--- src/rtl/wb_mux_pkg.sv ---
// Shared types and constants for the wb_mux_timeout Wishbone mux.
package wb_mux_pkg;

    typedef enum logic [1:0] {
        IDLE   = 2'd0,
        ACTIVE = 2'd1,
        RESP   = 2'd2
    } state_t;

    typedef enum logic [1:0] {
        CAUSE_NONE     = 2'b00,
        CAUSE_UNMAPPED = 2'b01,
        CAUSE_TIMEOUT  = 2'b10,
        CAUSE_SLVERR   = 2'b11
    } cause_t;

    localparam logic [2:0] CTI_CLASSIC = 3'b000;
    localparam logic [1:0] BTE_LINEAR  = 2'b00;

endpackage

--- src/rtl/wb_mux_decode.sv ---
// Combinational priority address decoder: lowest-index matching window wins.
module wb_mux_decode #(
    parameter int unsigned              NUM_SLAVES = 8,
    parameter logic [32*NUM_SLAVES-1:0] MATCH_ADDR = '0,
    parameter logic [32*NUM_SLAVES-1:0] MATCH_MASK = '0,
    parameter int unsigned              IDX_W      = 3
) (
    input  logic [31:0]      adr,
    output logic             hit,
    output logic [IDX_W-1:0] idx
);

    // Scan windows upward; the first match locks out the rest
    always_comb begin
        hit = 1'b0;
        idx = '0;
        for (int unsigned i = 0; i < NUM_SLAVES; i++) begin
            if (!hit && ((adr & MATCH_MASK[32*i +: 32]) == MATCH_ADDR[32*i +: 32])) begin
                hit = 1'b1;
                idx = IDX_W'(i);
            end
        end
    end

endmodule

--- src/rtl/wb_mux_timeout.sv ---
// Registered 1-master to N-slave Wishbone classic mux with watchdog timeout
// and error response for unmapped addresses.
// Optional error-capture registers/ports: define WB_MUX_ERR_CAPTURE_EN.
module wb_mux_timeout
    import wb_mux_pkg::*;
#(
    parameter int unsigned              NUM_SLAVES     = 8,
    parameter logic [32*NUM_SLAVES-1:0] MATCH_ADDR     = {NUM_SLAVES{32'h0}},
    parameter logic [32*NUM_SLAVES-1:0] MATCH_MASK     = {NUM_SLAVES{32'h0}},
    parameter int unsigned              TIMEOUT_CYCLES = 255,
    parameter int unsigned              TO_W           = $clog2(TIMEOUT_CYCLES + 1)
) (
    input  logic                      wb_clk_i,
    input  logic                      wb_rst_n_i,
    input  logic [31:0]               wbm_adr_i,
    input  logic [31:0]               wbm_dat_i,
    input  logic [3:0]                wbm_sel_i,
    input  logic                      wbm_we_i,
    input  logic                      wbm_cyc_i,
    input  logic                      wbm_stb_i,
    input  logic [2:0]                wbm_cti_i,
    input  logic [1:0]                wbm_bte_i,
    output logic [31:0]               wbm_dat_o,
    output logic                      wbm_ack_o,
    output logic                      wbm_err_o,
    output logic                      wbm_rty_o,
    output logic [32*NUM_SLAVES-1:0]  wbs_adr_o,
    output logic [32*NUM_SLAVES-1:0]  wbs_dat_o,
    output logic [4*NUM_SLAVES-1:0]   wbs_sel_o,
    output logic [NUM_SLAVES-1:0]     wbs_we_o,
    output logic [NUM_SLAVES-1:0]     wbs_cyc_o,
    output logic [NUM_SLAVES-1:0]     wbs_stb_o,
    output logic [3*NUM_SLAVES-1:0]   wbs_cti_o,
    output logic [2*NUM_SLAVES-1:0]   wbs_bte_o,
    input  logic [32*NUM_SLAVES-1:0]  wbs_dat_i,
    input  logic [NUM_SLAVES-1:0]     wbs_ack_i,
    input  logic [NUM_SLAVES-1:0]     wbs_err_i,
    input  logic [NUM_SLAVES-1:0]     wbs_rty_i
`ifdef WB_MUX_ERR_CAPTURE_EN
   ,output logic                      err_valid_o,
    output logic [31:0]               err_adr_o,
    output logic [1:0]                err_cause_o,
    input  logic                      err_clr_i
`endif
);

    localparam int unsigned       IDX_W    = (NUM_SLAVES > 1) ? $clog2(NUM_SLAVES) : 1;
    localparam int unsigned       CNT_W    = (TO_W > 0) ? TO_W : 1;
    localparam logic [CNT_W-1:0]  TO_LIMIT = CNT_W'(TIMEOUT_CYCLES);

    state_t              state;
    logic [IDX_W-1:0]    sel_q;
    logic [CNT_W-1:0]    cnt;
    logic                ack_q, err_q, rty_q;
    logic [31:0]         dat_q;

    logic                dec_hit;
    logic [IDX_W-1:0]    dec_idx;
    logic                s_ack, s_err, s_rty, s_any;
    logic [31:0]         s_dat;
    logic                req, to_hit;
    logic                ev_unmapped, ev_slverr, ev_timeout;
    logic [NUM_SLAVES-1:0] grant;
    logic                unused_burst;

    wb_mux_decode #(
        .NUM_SLAVES (NUM_SLAVES),
        .MATCH_ADDR (MATCH_ADDR),
        .MATCH_MASK (MATCH_MASK),
        .IDX_W      (IDX_W)
    ) u_decode (
        .adr (wbm_adr_i),
        .hit (dec_hit),
        .idx (dec_idx)
    );

    // Burst attributes are dropped: the registered response cannot sustain bursts
    assign unused_burst = ^{wbm_cti_i, wbm_bte_i};

    assign wbs_adr_o = {NUM_SLAVES{wbm_adr_i}};
    assign wbs_dat_o = {NUM_SLAVES{wbm_dat_i}};
    assign wbs_sel_o = {NUM_SLAVES{wbm_sel_i}};
    assign wbs_we_o  = {NUM_SLAVES{wbm_we_i}};
    assign wbs_cti_o = {NUM_SLAVES{CTI_CLASSIC}};
    assign wbs_bte_o = {NUM_SLAVES{BTE_LINEAR}};

    assign s_ack  = wbs_ack_i[sel_q];
    assign s_err  = wbs_err_i[sel_q];
    assign s_rty  = wbs_rty_i[sel_q];
    assign s_any  = s_ack | s_err | s_rty;
    assign s_dat  = wbs_dat_i[32*sel_q +: 32];
    assign req    = wbm_cyc_i & wbm_stb_i;
    assign to_hit = (TIMEOUT_CYCLES != 0) && (cnt == TO_LIMIT);

    assign ev_unmapped = (state == IDLE)   && req && !dec_hit;
    assign ev_slverr   = (state == ACTIVE) && wbm_cyc_i && s_err;
    assign ev_timeout  = (state == ACTIVE) && wbm_cyc_i && !s_any && to_hit;

    // Selected slave follows master cyc combinationally so an abort drops it at once
    always_comb begin
        grant = '0;
        if (state == ACTIVE && wbm_cyc_i) begin
            grant[sel_q] = 1'b1;
        end
    end

    assign wbs_cyc_o = grant;
    assign wbs_stb_o = grant;

    assign wbm_ack_o = ack_q & wbm_cyc_i;
    assign wbm_err_o = err_q & wbm_cyc_i;
    assign wbm_rty_o = rty_q & wbm_cyc_i;
    assign wbm_dat_o = dat_q;

    // Transaction FSM with registered response flags, read data and watchdog
    always_ff @(posedge wb_clk_i or negedge wb_rst_n_i) begin
        if (!wb_rst_n_i) begin
            state <= IDLE;
            sel_q <= '0;
            cnt   <= '0;
            ack_q <= 1'b0;
            err_q <= 1'b0;
            rty_q <= 1'b0;
            dat_q <= '0;
        end else begin
            ack_q <= 1'b0;
            err_q <= 1'b0;
            rty_q <= 1'b0;
            case (state)
                IDLE: begin
                    cnt <= '0;
                    if (req) begin
                        if (dec_hit) begin
                            sel_q <= dec_idx;
                            state <= ACTIVE;
                        end else begin
                            err_q <= 1'b1;
                            state <= RESP;
                        end
                    end
                end
                ACTIVE: begin
                    // A slave response on the limit cycle beats the watchdog
                    if (!wbm_cyc_i) begin
                        state <= IDLE;
                    end else if (s_any) begin
                        state <= RESP;
                        if (s_err) begin
                            err_q <= 1'b1;
                        end else if (s_rty) begin
                            rty_q <= 1'b1;
                        end else begin
                            ack_q <= 1'b1;
                            dat_q <= s_dat;
                        end
                    end else if (to_hit) begin
                        err_q <= 1'b1;
                        state <= RESP;
                    end else begin
                        cnt <= cnt + 1'b1;
                    end
                end
                RESP: begin
                    state <= IDLE;
                end
                default: begin
                    state <= IDLE;
                end
            endcase
        end
    end

`ifdef WB_MUX_ERR_CAPTURE_EN
    logic        err_valid_q;
    logic [31:0] err_adr_q;
    cause_t      err_cause_q;

    // Sticky first-error capture; a new error outranks a same-cycle clear
    always_ff @(posedge wb_clk_i or negedge wb_rst_n_i) begin
        if (!wb_rst_n_i) begin
            err_valid_q <= 1'b0;
            err_adr_q   <= '0;
            err_cause_q <= CAUSE_NONE;
        end else if ((ev_unmapped || ev_slverr || ev_timeout) && (!err_valid_q || err_clr_i)) begin
            err_valid_q <= 1'b1;
            err_adr_q   <= wbm_adr_i;
            err_cause_q <= ev_unmapped ? CAUSE_UNMAPPED :
                           ev_slverr   ? CAUSE_SLVERR   : CAUSE_TIMEOUT;
        end else if (err_clr_i) begin
            err_valid_q <= 1'b0;
        end
    end

    assign err_valid_o = err_valid_q;
    assign err_adr_o   = err_adr_q;
    assign err_cause_o = err_cause_q;
`else
    // Error events only steer the FSM; nothing is captured
`endif

endmodule

--- config.mk ---
export PLATFORM = sky130hd
export DESIGN_NAME = wb_mux_timeout
export DESIGN_NICKNAME = d
export VERILOG_FILES = /design/src/rtl/wb_mux_pkg.sv /design/src/rtl/wb_mux_decode.sv /design/src/rtl/wb_mux_timeout.sv
export SDC_FILE = /design/constraint.sdc
export NUM_CORES = 1
export LEC_CHECK = 0
export BUFFER_PORTS_ARGS = -buffer_cell sky130_fd_sc_hd__buf_2
export CAP_MARGIN = 10
export CORE_AREA = 2 2 392 394
export DETAILED_ROUTE_END_ITERATION = 16
export DIE_AREA = 0 0 394 396
export PLACE_DENSITY_LB_ADDON = 0.08
export SETUP_SLACK_MARGIN = 0.05
export SLEW_MARGIN = 15
export SYNTH_ARGS = -nofsm -noshare
export SYNTH_HDL_FRONTEND = slang
export SYNTH_SLANG_ARGS = --single-unit
export TNS_END_PERCENT = 20
--- constraint.sdc ---
create_clock -name wb_clk_i -period 3.56 [get_ports wb_clk_i]
set_clock_uncertainty 0.15 [all_clocks]
set_input_delay 1.068 -clock wb_clk_i [delete_from_list [all_inputs] [get_ports wb_clk_i]]
set_output_delay 1.068 -clock wb_clk_i [all_outputs]
set_load 0.01 [all_outputs]
**Yosys cells after proc, flatten, opt, wreduce, memory -nomap -nowiden**

Index checks and enable logic that the tools add are counted.

- Flip-flop bits (word level): 45
- Latch bits: 0
- Bits in writable memories: 0
- Bits in read-only memories: 0
- Output and inout bits: 643
- Memories: 0

- Add/subtract/negate cells: 1
- $mul: 0
- Div/mod/pow operators: 0
- Order comparisons: 0
- Equal/unequal tests: 7
- Shift-type cells: 0
- Multiplexer cells: 25
- Bitwise logic cells: 8
- Reduce and logical (&&, ||, !) cells: 6

Operator list:

| operator | count |
|---|---|
| $mux 8 | 3 |
| $mux 1 | 16 |
| $pmux 8 s2 | 1 |
| $add 8x1->8 const B | 1 |
| $eq 8x8->1 const B | 1 |
| $mux 2 | 4 |
| $ne 2x2->1 const B | 4 |
| $reduce_and 5->1 | 1 |
| $and 1x1->1 | 4 |
| $ne 4x4->1 const B | 1 |
| $pmux 2 s2 | 1 |
| $reduce_and 4->1 | 1 |
| $eq 2x1->1 const B | 1 |
| $logic_not 2->1 | 1 |
| $not 1->1 | 2 |
| $or 1x1->1 | 2 |
| $reduce_and 2->1 | 1 |
| $reduce_bool 2->1 | 1 |
| $logic_and 1x1->1 | 1 |

**Logic depth before layout (Yosys ltp)**

- Depth in word-level cells: 5
- Gate-level depth with buffers: 6

**Modules after synthesis**

Synthesis repeated with hierarchy kept, for this count alone.

- Cells, all modules: 982
- Area total of the unflattened synthesis: 8,175.3 um2

By module, submodules not included:

| module | instances | cells an instance | area each (um2) | seq. area each (um2) |
|---|---|---|---|---|
| wb_mux_timeout | 1 | 976 | 8,137.8 | 1,201.2 |
| wb_mux_decode | 1 | 6 | 37.5 | 0.0 |

**Worst setup path after synthesis**

Ideal clock, no wire load.

- Path kind: input -> register
- From: in wbs_rty_i[0]
- To: reg cnt[7]
- Data arrival time: 2,417 ps
- Data required time: 3,289 ps
- Setup slack: 872 ps
- Stages: 4
- Path buffers: 0
- Cells stage by stage: or4b_4 or3_4 o31a_1 o22a_1

- Cells in the longest elaborated chain, start to end: 3

Ends and longest elaborated chain:

| element | line | RTL |
|---|---|---|
| start, declared | wb_mux_timeout.sv:38 | `input logic [NUM_SLAVES-1:0] wbs_rty_i` |
| $or 1x1->1 | wb_mux_timeout.sv:90 | `assign s_any = s_ack \| s_err \| s_rty;` |
| $ne 2x2->1 (no line) | n/a |  |
| $reduce_and 4->1 (no line) | n/a |  |
| end signal, assigned | wb_mux_timeout.sv:160 | `cnt <= cnt + 1'b1;` |
| end, declared | wb_mux_timeout.sv:53 | `logic [CNT_W-1:0] cnt;` |

Every way passes these cells.
A chain may end at the register's enable or synchronous reset.

**Worst setup path after layout**

- From: in wbm_cyc_i
- To: out wbs_cyc_o[0]

- Cells in the longest elaborated chain, start to end: 2

Ends and longest elaborated chain:

| element | line | RTL |
|---|---|---|
| start, declared | wb_mux_timeout.sv:19 | `input logic wbm_cyc_i,` |
| $logic_and 1x1->1 | wb_mux_timeout.sv:102 | `if (state == ACTIVE && wbm_cyc_i) begin` |
| $mux 1 | wb_mux_timeout.sv:102 |  |
| end, declared | wb_mux_timeout.sv:31 | `output logic [NUM_SLAVES-1:0] wbs_cyc_o,` |

Every way passes these cells.

==> results.ini <==
[run_status]
status=finished clean

[floorplan]
start_util_pct=4.268
dieArea_mm2=0.1560
die_w_um=394
core_mm2=0.1515
fp.dieH_um=396
rows=143
io-pin-count=1001

[worst_setup_path]
cp_max_fo=8
arrival_ns=1.67
worst_setup_path_start_kind=input pin
rr_worst_depth=5
critPathRequiredTime_ns=2.34
path_class=in -> out
critPathCaptureType=primary output

[yosys]
synthAdderAreaFrac_pct=0.1935
synth_top_cell_area_share_pct=70.46
ys_ff_latch=45
synthFlopType=dfrtp_1
synthMuxAreaShare_pct=5.920
synth_top_cell_by_area=buf_4
synth_compound_area_share_pct=1.973
ys.warnings.count=0
synth_top_family_by_area=buffers and inverters
synth_cells=751
synthXorXnorAreaFrac_pct=0
synth_area_leaders=buf_4, dfrtp_1, mux2_2, and2_1, nand3_1
seq_area_frac_synth_pct=17.41
synth-simple-area-share_pct=3.328
yosysUniqueCellTypes=36
synth-edff-count=0
syn_area_mm2=0.006467
ys_async_sr_fraction_pct=100.0
syn_avg_cell_area_um2=8.612

[pwr]
p_leak_nw=1.506
peakVddDrop_mv=0.1971
p_per_area_mw_per_mm2=283.5
p_clk_share_pct=38.6
comb_power_share_pct=18.8
switching_share_pct=33.23
switchingPower_uw=486.2
pwr-share-seq_pct=42.6
p_int_uw=977.0

[clocking]
cts_setup_buffers=0
hold_buffers=0
ctsRootBufferMaster=clkbuf_16
numCtsBuffers=5
clock-sinks=45
cts_tree=built
cts_resized=0
clk_pin_slew_ns=0.08
clock_path_buffers=2
clk_latency_ns=0.33
htreeDepth=2

[placement]
dp_hpwl_um=13090
dp_cells=2297
gp_congestion=0.5691
portBuffers=75

[final_layout]
layout_commonest_cell=buf_2
nets=633
n_antenna_cell=0
area_delta_synth_final_pct=-20.20
final_cells=2305
drive_above_1_share_pct=44.00
layout_common_cells=buf_2, conb_1, dfrtp_1, mux2_2, nand2_1

[drt]
wl_per_cell_um=7.010
via_per_inst=0.8690
vias=2003
drc=0
postRouteAntennaNets=0
drt_iter0_markers=86
drt_wl_total_um=16160
drt_first_pass_iters=3

[timing]
slew_violations=0
maxSlewHeadroom_pct=49.47
rsz0062_at_grt=no
min_period_ns=2.892
setup_viol_count_final=0
post-route-period-util_pct=81.24
tightest_slew_ns=0.7388
tns_ns=0
timing.final.hold_violations=0
max_freq_mhz=345.8

[global_route]
grt_overflow=0
grt_pass1_vias=2227
grt_max_degree=46
grtUsageTotal_pct=1.978
grt_pass1_wl_um=21310
antenna_found_initial=10

[hold_path]
hp-class=reg -> reg
whs_path_depth=1

[job]
drv_cap=0

-- cell families after synthesis --
logic type,count (synthesis)
AOI/OAI and AO/OA,18
adders and majority gates,1
buffers and inverters,617
DFF,45
muxes,34
other,1
and+or+nand+nor,35
-- worst paths after layout --
check,start,to,slack [ns]
setup / recovery,wbm_cyc_i,wbs_cyc_o[0],0.67
hold reg to reg,wbm_dat_o[19],wbm_dat_o[19],0.36
max in group asynchronous,wb_rst_n_i,wbm_dat_o[25],2.10
setup reg to reg,cnt[0],state[0],1.24
hold / removal,wbm_dat_o[19],wbm_dat_o[19],0.36
min in group asynchronous,wb_rst_n_i,wbm_dat_o[13],0.65
-- state kept, by name, indices dropped and copies added, names as in the netlist --
signal and count:
state 2, err_q 1, wbm_dat_o 32, ack_q 1
cnt 8, rty_q 1
-- cells in the mapped netlist, types with 2 or more instances --
cell,instances
buf_4,607
dfrtp_1,45
mux2_2,34
nand2_1,6
nand3_1,5
and2_1,4
buf_2,4
inv_1,4
nor2_1,4
a21oi_1,3
and3_1,3
a31oi_1,2
clkbuf_1,2
nand3b_1,2
nand4_1,2
o211ai_1,2
o21ai_0,2
o31a_1,2
-- per-layer routing --
layer	part of all wire (%)	track usage (%)	vias up
met5	1.8	0.7697	-
met3	28	2.560	150
li1	-	-	725
met4	8.7	1.799	22
met1	23	1.319	780
met2	38	2.569	326
-- cell type report --
class | instances | area [µm²]
Fill cell | 18067 | 146400
Tap cell | 2030 | 2540
Sequential cell | 45 | 1126
Multi-Input combinational cell | 142 | 940.9
Timing Repair Buffer | 76 | 385.4
Clock buffer | 5 | 125.1
Clock inverter | 3 | 28.78
Inverter | 4 | 15.01
-- worst max-delay path, stage by stage --
cell and delay [ns]:
buf_2 0.17, nand3_1 0.15, inv_1 0.14, buf_2 0.14
-- metrics by stage --
| step | setup WS, ns | area (µm²) | power (mW) | hold slack, ns | util [%] |
|---|---|---|---|---|---|
| floorplan | 0.8718 | 6666 | 1.447 | 0.3423 | - |
| global placement | 0.5566 | 5007 | 0.9226 | 0.3392 | 3.304 |
| detailed placement | 0.5992 | 5007 | 0.9144 | 0.3387 | 3.304 |
| CTS | 0.6148 | 5161 | 1.534 | 0.3624 | 3.406 |
| global route | 0.5588 | 5161 | 1.575 | 0.3727 | 3.406 |
| finish | 0.6679 | 5161 | 1.463 | 0.3574 | 3.406 |
-- power by group through the flow --
stage / clock network, mW / logic [mW] / registers, mW
2_1_floorplan: 0 / 0.785 / 0.661
6_report: 0.565 / 0.275 / 0.623
3_3_place_gp: 0 / 0.288 / 0.634
3_5_place_dp: 0 / 0.284 / 0.631
4_1_cts: 0.626 / 0.283 / 0.625
5_1_grt: 0.633 / 0.306 / 0.635
Power figures use the tool's default switching activity.
